===== config.mk =====
export PLATFORM = sky130hd
export DESIGN_NAME = timer_ctrl
export DESIGN_NICKNAME = d
export VERILOG_FILES = /design/src/rtl/timer_ctrl.sv
export SDC_FILE = /design/constraint.sdc
export NUM_CORES = 1
export LEC_CHECK = 0
export CORE_ASPECT_RATIO = 0.7
export CORE_MARGIN = 10
export CORE_UTILIZATION = 45
export CTS_CLUSTER_SIZE = 25
export DETAILED_ROUTE_END_ITERATION = 10
export HOLD_SLACK_MARGIN = 0.02
export MAX_ROUTING_LAYER = met4
export PLACE_DENSITY = 0.82
export SYNTH_ARGS = -nofsm -noshare
export SYNTH_HDL_FRONTEND = slang
export SYNTH_SLANG_ARGS = --single-unit
export TNS_END_PERCENT = 5

===== constraint.sdc =====
create_clock -name clk -period 1.8 [get_ports clk]
set_input_delay 0.36 -clock clk [delete_from_list [all_inputs] [get_ports clk]]
set_output_delay 0.36 -clock clk [all_outputs]
set_load 0.005 [all_outputs]

===== src/rtl/timer_ctrl.sv =====
// timer_ctrl: keypad-loaded mm:ss countdown timer (BCD) with run/pause/clear
// control and a door interlock. The countdown moves one second per tick_1hz
// pulse while running; reaching 0000 produces a one-cycle done pulse.
// Optional feature: define TIMER_BEEP_EN to add the beep output, which is held
// high for BEEP_TICKS tick_1hz pulses after the countdown ends.
// All outputs are registered; clr is an asynchronous active-low reset.
module timer_ctrl #(
  parameter int BEEP_TICKS = 3
) (
  input  logic        clk,
  input  logic        clr,
  input  logic        key_valid,
  input  logic [3:0]  key_digit,
  input  logic        start,
  input  logic        stop,
  input  logic        tick_1hz,
  input  logic        door_closed,
  output logic [15:0] time_bcd,
  output logic        running,
  output logic        done
`ifdef TIMER_BEEP_EN
  ,
  output logic        beep
`endif
);

  typedef enum logic [2:0] {
    IDLE  = 3'd0,
    ENTRY = 3'd1,
    RUN   = 3'd2,
    PAUSE = 3'd3,
    DONE  = 3'd4
  } state_t;

  state_t      state_reg, state_next;
  logic [15:0] time_reg, time_next;
  logic        running_reg;
  logic        done_reg, done_next;

  // Qualified control conditions shared by several states.
  logic        key_ok;
  logic        time_nz;
  logic        can_start;

  assign key_ok    = key_valid && (key_digit <= 4'd9);
  assign time_nz   = (time_reg != 16'h0000);
  assign can_start = start && door_closed && time_nz;

  // One-second BCD decrement, built as a borrow chain across the four nibbles.
  // Each nibble wraps 0 -> its limit when borrowed from: 9 for the ones digits
  // and minute tens, 5 for seconds tens. A seconds-tens digit of 6-9 typed in
  // by the user simply counts down normally because only 0 triggers the wrap.
  // The minute-tens borrow-out is never needed: RUN is only entered with a
  // non-zero time and is left as soon as 0000 is reached.
  logic [15:0] time_dec;
  logic [3:0]  borrow;

  assign borrow[0] = 1'b1;

  genvar gi;
  generate
    for (gi = 0; gi < 4; gi++) begin : g_dec
      localparam logic [3:0] LIMIT = (gi == 1) ? 4'd5 : 4'd9;
      logic [3:0] nib;
      assign nib = time_reg[gi*4 +: 4];
      assign time_dec[gi*4 +: 4] = !borrow[gi]    ? nib   :
                                   (nib == 4'd0)  ? LIMIT :
                                                    (nib - 4'd1);
      if (gi < 3) begin : g_borrow
        assign borrow[gi+1] = borrow[gi] && (nib == 4'd0);
      end
    end
  endgenerate

`ifdef TIMER_BEEP_EN
  // Counts tick_1hz pulses seen while sitting in DONE with beep active.
  localparam int CW = (BEEP_TICKS > 1) ? $clog2(BEEP_TICKS) : 1;
  logic [CW-1:0] beep_cnt_reg, beep_cnt_next;
  logic          beep_reg, beep_next;
`endif

  // Next-state, next-time and pulse decode; defaults hold everything.
  always_comb begin
    state_next = state_reg;
    time_next  = time_reg;
    done_next  = 1'b0;
`ifdef TIMER_BEEP_EN
    beep_cnt_next = beep_cnt_reg;
`endif
    case (state_reg)
      IDLE: begin
        if (stop) begin
          time_next = 16'h0000;
        end else if (key_ok) begin
          time_next  = {time_reg[11:0], key_digit};
          state_next = ENTRY;
        end
      end

      ENTRY: begin
        if (stop) begin
          time_next  = 16'h0000;
          state_next = IDLE;
        end else if (can_start) begin
          state_next = RUN;
        end else if (key_ok) begin
          time_next = {time_reg[11:0], key_digit};
        end
      end

      RUN: begin
        if (stop || !door_closed) begin
          state_next = PAUSE;
        end else if (tick_1hz) begin
          time_next = time_dec;
          if (time_dec == 16'h0000) begin
            state_next = DONE;
            done_next  = 1'b1;
          end
        end
      end

      PAUSE: begin
        if (stop) begin
          time_next  = 16'h0000;
          state_next = IDLE;
        end else if (can_start) begin
          state_next = RUN;
        end
      end

      DONE: begin
`ifdef TIMER_BEEP_EN
        if (stop || key_valid) begin
          state_next    = IDLE;
          beep_cnt_next = '0;
        end else if (tick_1hz) begin
          if (beep_cnt_reg == CW'(BEEP_TICKS - 1)) begin
            state_next    = IDLE;
            beep_cnt_next = '0;
          end else begin
            beep_cnt_next = beep_cnt_reg + 1'b1;
          end
        end
`else
        state_next = IDLE;
`endif
      end

      default: begin
        state_next = IDLE;
        time_next  = 16'h0000;
      end
    endcase
  end

`ifdef TIMER_BEEP_EN
  // Beep follows DONE occupancy, registered so it lines up with the state.
  always_comb begin
    beep_next = (state_next == DONE);
  end
`endif

  // State, time and output registers with asynchronous clear.
  always_ff @(posedge clk or negedge clr) begin
    if (!clr) begin
      state_reg   <= IDLE;
      time_reg    <= 16'h0000;
      running_reg <= 1'b0;
      done_reg    <= 1'b0;
`ifdef TIMER_BEEP_EN
      beep_reg     <= 1'b0;
      beep_cnt_reg <= '0;
`endif
    end else begin
      state_reg   <= state_next;
      time_reg    <= time_next;
      running_reg <= (state_next == RUN);
      done_reg    <= done_next;
`ifdef TIMER_BEEP_EN
      beep_reg     <= beep_next;
      beep_cnt_reg <= beep_cnt_next;
`endif
    end
  end

  assign time_bcd = time_reg;
  assign running  = running_reg;
  assign done     = done_reg;
`ifdef TIMER_BEEP_EN
  assign beep     = beep_reg;
`endif

endmodule


# [After elaboration in Yosys (flattened, before gate mapping)]
# Index checks and enable logic that the tools add are counted.
[word_totals] output_inout_bits=18 latch_bits=0 ram_bits=0 in_bits=11 register_bits=21 mem_bits_ro=0 n_memories=0
[classes] multipliers=0 div=0 eq_ne=9 mux=27 n_bitwise=1 n_shift=0 addsub=4 reduce_logical=16 n_lt_le_gt_ge=1
[ops] cell="two-way mux 16 bit" n=7
[ops] cell="one-hot mux 16 bit (5 select lines)" n=1
[ops] cell="two-way mux 4 bit" n=7
[ops] cell="two-way mux 3 bit" n=7
[ops] cell="zero test 16 bit" n=1
[ops] cell="zero test 4 bit" n=4
[ops] cell="nonzero test 16 bit" n=1
[ops] cell="subtractor 4 x 1 -> 4 bit, second input constant" n=4
[ops] cell="== test 3 x 2 -> 1 bit, second input constant" n=3
[ops] cell="one-hot mux 3 bit (3 select lines)" n=1
[ops] cell="inequality test 2 bit, second input constant" n=3
[ops] cell="logical AND 1 bit" n=5
[ops] cell="AND reduction 5 bit" n=1
[ops] cell="<= comparator 4 bit, second input constant" n=1
[ops] cell="two-way mux 1 bit" n=4
[ops] cell="== test 3 x 1 -> 1 bit, second input constant" n=1
[ops] cell="== test 3 bit, second input constant" n=1
[ops] cell="zero test 3 bit" n=1
[ops] cell="inequality test 3 bit, second input constant" n=1
[ops] cell="OR reduction 2 bit" n=1
[ops] cell="zero test 1 bit" n=1
[ops] cell="logical OR 1 bit" n=1
[ops] cell="inverter 1 bit" n=1

# [Longest topological paths before layout]
[logic_depth] word_depth=10 mapped_depth=7 mapped_depth_nobuf=5

# [Worst setup path after synthesis]
# Ideal clock, no wire load.
[synth_path] kind="flip-flop to flip-flop" startpoint="register time_reg[10] (netlist: time_bcd[10])" endpoint="register time_reg[0] (netlist: time_bcd[0])" setup_time_ns=0.125 synth_period_minus_slack_ns=1.919 arrival_ns=1.794 setup_slack_ns=-0.119 stages_incl_launch_ff=7 t_required_ns=1.675 cell_sequence="dfrtp_1 clkbuf_2 nor3_1 nand4_4 o21ba_1 nor2_1 mux2_2"
[synth_via] elab_chain_len=4
[synth_rtl] item="start, declared" line="36" source="logic [15:0] time_reg, time_next;"
[synth_rtl] item="start signal, assigned" line="177" source="time_reg <= time_next;"
[synth_rtl] item="nonzero test 16 bit" line="46" source="assign time_nz = (time_reg != 16'h0000);"
[synth_rtl] item="logical AND 1 bit" line="47" source="assign can_start = start && door_closed && time_nz;"
[synth_rtl] item="inequality test 3 bit (no source line)"
[synth_rtl] item="AND reduction 5 bit (no source line)"
# Every way passes these cells.
# A chain may end at the register's enable or synchronous reset.

# [Worst setup path in the final report]
[layout_path] startpoint="register time_reg[15] (netlist: time_bcd[15])" endpoint="register time_reg[12] (netlist: time_bcd[12])"
[layout_via] elab_chain_len=6
[layout_rtl] item="zero test 4 bit" line="67" source="(nib == 4'd0) ? LIMIT :"
[layout_rtl] item="two-way mux 4 bit" line="67"
[layout_rtl] item="two-way mux 4 bit" line="66" source="assign time_dec[gi*4 +: 4] = !borrow[gi] ? nib :"
[layout_rtl] item="two-way mux 16 bit" line="114" source="end else if (tick_1hz) begin"
[layout_rtl] item="two-way mux 16 bit" line="112" source="if (stop || !door_closed) begin"
[layout_rtl] item="one-hot mux 16 bit (5 select lines)" line="90" source="case (state_reg)"
# Parallel ways exist; a longest one is shown, timed or not. The select of a mux whose other input is x is not followed.

==> results.json <==
{
  "status": "finished with violations",
  "violations": "setup timing",
  "finalSetupViolations": 15,
  "crit_path_end_kind": "flop",
  "gr-total-overflow": 0,
  "r2r_slack_ps": -110,
  "num_vias": 1702,
  "numPortBuffers": 28,
  "cts.htree.levels": 1,
  "grt_pass1_wl_microns": 8470,
  "rows": 16,
  "cp_max_fo": 5,
  "maxCapViolations": 0,
  "cts_tree": "done",
  "total_power_mw": 4.36,
  "syn-num-nets": 165,
  "grtUsageTotal_pct": 18.7,
  "die_w_microns": 86.8,
  "avgViaCountPerCell": 6.40,
  "hold_buffers": 0,
  "path_cells": "or2_1 -> or3_4 -> o21ba_4 -> or3_1 -> a22o_1",
  "clkLatencyLatePin_ps": 270,
  "synth_cell_types": 46,
  "finalNetCount": 242,
  "yosysSeqAreaShare_pct": 37.3,
  "post-dp-hpwl_microns": 3930,
  "final_util_pct": 78.6,
  "synth_top_area_share_pct": 37.3,
  "largest_register_ffs": 16,
  "syn2layout_area_growth_pct": 62.1,
  "setup_slack_ps": -109,
  "drt.antenna.violating_nets": 0,
  "fin_crit_sh_pct": 106,
  "ios": 29,
  "skew_ps": 4.35,
  "antenna_cells": 0,
  "post-synth-top-area-cell": "dfrtp_1",
  "antenna_found_initial": 0,
  "async_flop_share_pct": 100,
  "crit_type": "flop to flop",
  "drt_iter0_drc": 163,
  "start_kind": "flop",
  "hold_viol_final": 0,
  "reg2reg_from": "time_bcd[15]",
  "timing.rr.end": "time_bcd[12]",
  "path_clk_slew_ps": 90,
  "slew_violations": 0,
  "wire_per_inst_microns": 20.4,
  "worstSetupEndpoint": "time_bcd[12]",
  "required_ps": 1950,
  "stdcell_area_sq_um": 2280,
  "crit_start": "time_bcd[15]",
  "initial_core_util_pct": 48.5,
  "layout_min_cycle_time_ps": 1910,
  "synth_area_leaders": "dfrtp_1 37%, o31ai_1 5.9%, o21ai_0 5.7%",
  "numCtsBuffers": 3,
  "dp_cells": 261,
  "grt_max_degree": 22,
  "dieArea_sq_um": 5800,
  "synth_area_per_cell_sq_um": 9.14,
  "max_slew_margin_pct": 79.1,
  "arrival_ps": 2060,
  "p_per_area_nw_per_um2": 1910,
  "cp_slowest_cell": "dfrtp_1",
  "drive_gt1_share_pct": 40.9,
  "core_area_sq_um": 2900,
  "hp-class": "primary input to async pin",
  "grt_pass1_vias": 1668,
  "cts_root_buffer": "clkbuf_8",
  "syn-instance-count": 154,
  "peakVddDrop_mv": 1.06,
  "r2r_cells": 5,
  "rsz0062_at_grt": "yes",
  "syn-cell-area_sq_um": 1410,
  "drc": 0,
  "dpl_cell_area_sq_um": 2110,
  "ys_ff_latch": 21,
  "die_y_microns": 66.8,
  "firstDrtPassIters": 4,
  "cts.sinks": 21,
  "max_freq_mhz": 524,
  "worstMarginPinSlew_ps": 311,
  "yosys_warnings": 0,
  "final_cells": 266,
  "p_leak_nw": 1.00,
  "ys.flop_type": "dfrtp_1",
  "gp_congestion": 0.949,
  "crit_path_max_incr_delay_ps": 380,
  "synth_edf_count": 0,
  "clockBufferDepth": 2,
  "drt_wl_total_microns": 5420
}
-- synthesized netlist by cell type, drive strengths merged, types with 2 or more instances --
| library cell | number |
|---|---|
| nand2 | 8 |
| nor2 | 19 |
| a21o | 2 |
| mux2 | 2 |
| or3b | 2 |
| a31oi | 2 |
| o31ai | 11 |
| a32oi | 3 |
| a22oi | 6 |
| a21oi | 4 |
| clkbuf | 7 |
| dfrtp | 21 |
| nor3b | 4 |
| o311a | 2 |
| nor3 | 10 |
| a32o | 2 |
| o21ai | 16 |
| a221o | 2 |
| nand3 | 2 |
| or3 | 5 |
| o21a | 2 |
| a22o | 2 |
-- power breakdown --
group	leakage (nW)	switching [mW]	internal, mW
Sequential	0.277	0.217	0.647
Combinational	0.699	1.55	1.62
Clock	0.0255	0.172	0.155
-- critical path: cells and delay by family (launching register included) --
kind,cells,cell delay [ps]
simple gates,3,960
compound gates,2,460
flops,1,380
-- metrics by stage --
step                      TNS, ps  hold slack [ps]  worst slack, ps
final                        -812              439             -109
after global placement      -6250              611             -415
after global routing        -1890              469             -152
after CTS                    -610              452            -99.5
after floorplan              -426             64.4            -72.4
after detailed placement    -6490              613             -440
-- what timing repair did --
| item | in CTS | in global routing |
|---|---|---|
| pin swaps | 9 | 2 |
| setup endpoints to repair | 21 | 23 |
| buffers inserted | 1 | 0 |
| resized for setup | 33 | 10 |
-- cells in the final DEF, fill, tap and decap left out, types with 3 or more instances in the layout --
cell type,n
buf_4,49
clkdlybuf4s50_1,26
nor2_1,18
dfrtp_1,16
o21ai_1,11
nand2_1,8
o31ai_2,6
a22oi_1,6
nor3_2,5
dfrtp_2,5
or3_4,4
a21oi_1,4
o31ai_1,4
nor3_1,3
nor3b_1,3
o21ai_0,3
a32oi_1,3
clkbuf_8,3
-- how the worst min path moves through the flow --
stage	startpoint	to	slack (ps)
2_1_floorplan	clr	done	60
3_3_place_gp	time_bcd[15]	time_bcd[15]	610
3_5_place_dp	time_bcd[14]	time_bcd[14]	610
4_1_cts	clr	time_bcd[3]	450
5_1_grt	clr	time_bcd[3]	470
6_report	clr	time_bcd[3]	440
-- cells by family after synthesis --
kind of cell	share of synthesized area (%)
and+or+nand+nor	27.2
DFF	37.3
buffers and inverters	2.31
AOI/OAI and AO/OA	30.8
muxes	2.31
-- area by class of cell --
type | instances | area, sq um
tap | 36 | 45.0
multi-input combinational | 125 | 971
timing repair buffer | 80 | 688
clock buffer | 3 | 41.3
clock inverter | 1 | 5.00
fill | 176 | 621
sequential | 21 | 532
-- metal layers --
layer / global-route usage [%] / wire length [microns]
met5: - / 0
met3: 4.13 / 558
met2: 29.4 / 2570
met1: 23.8 / 2260
met4: 4.44 / 28
No activity file was read; power rests on OpenSTA's default activity.
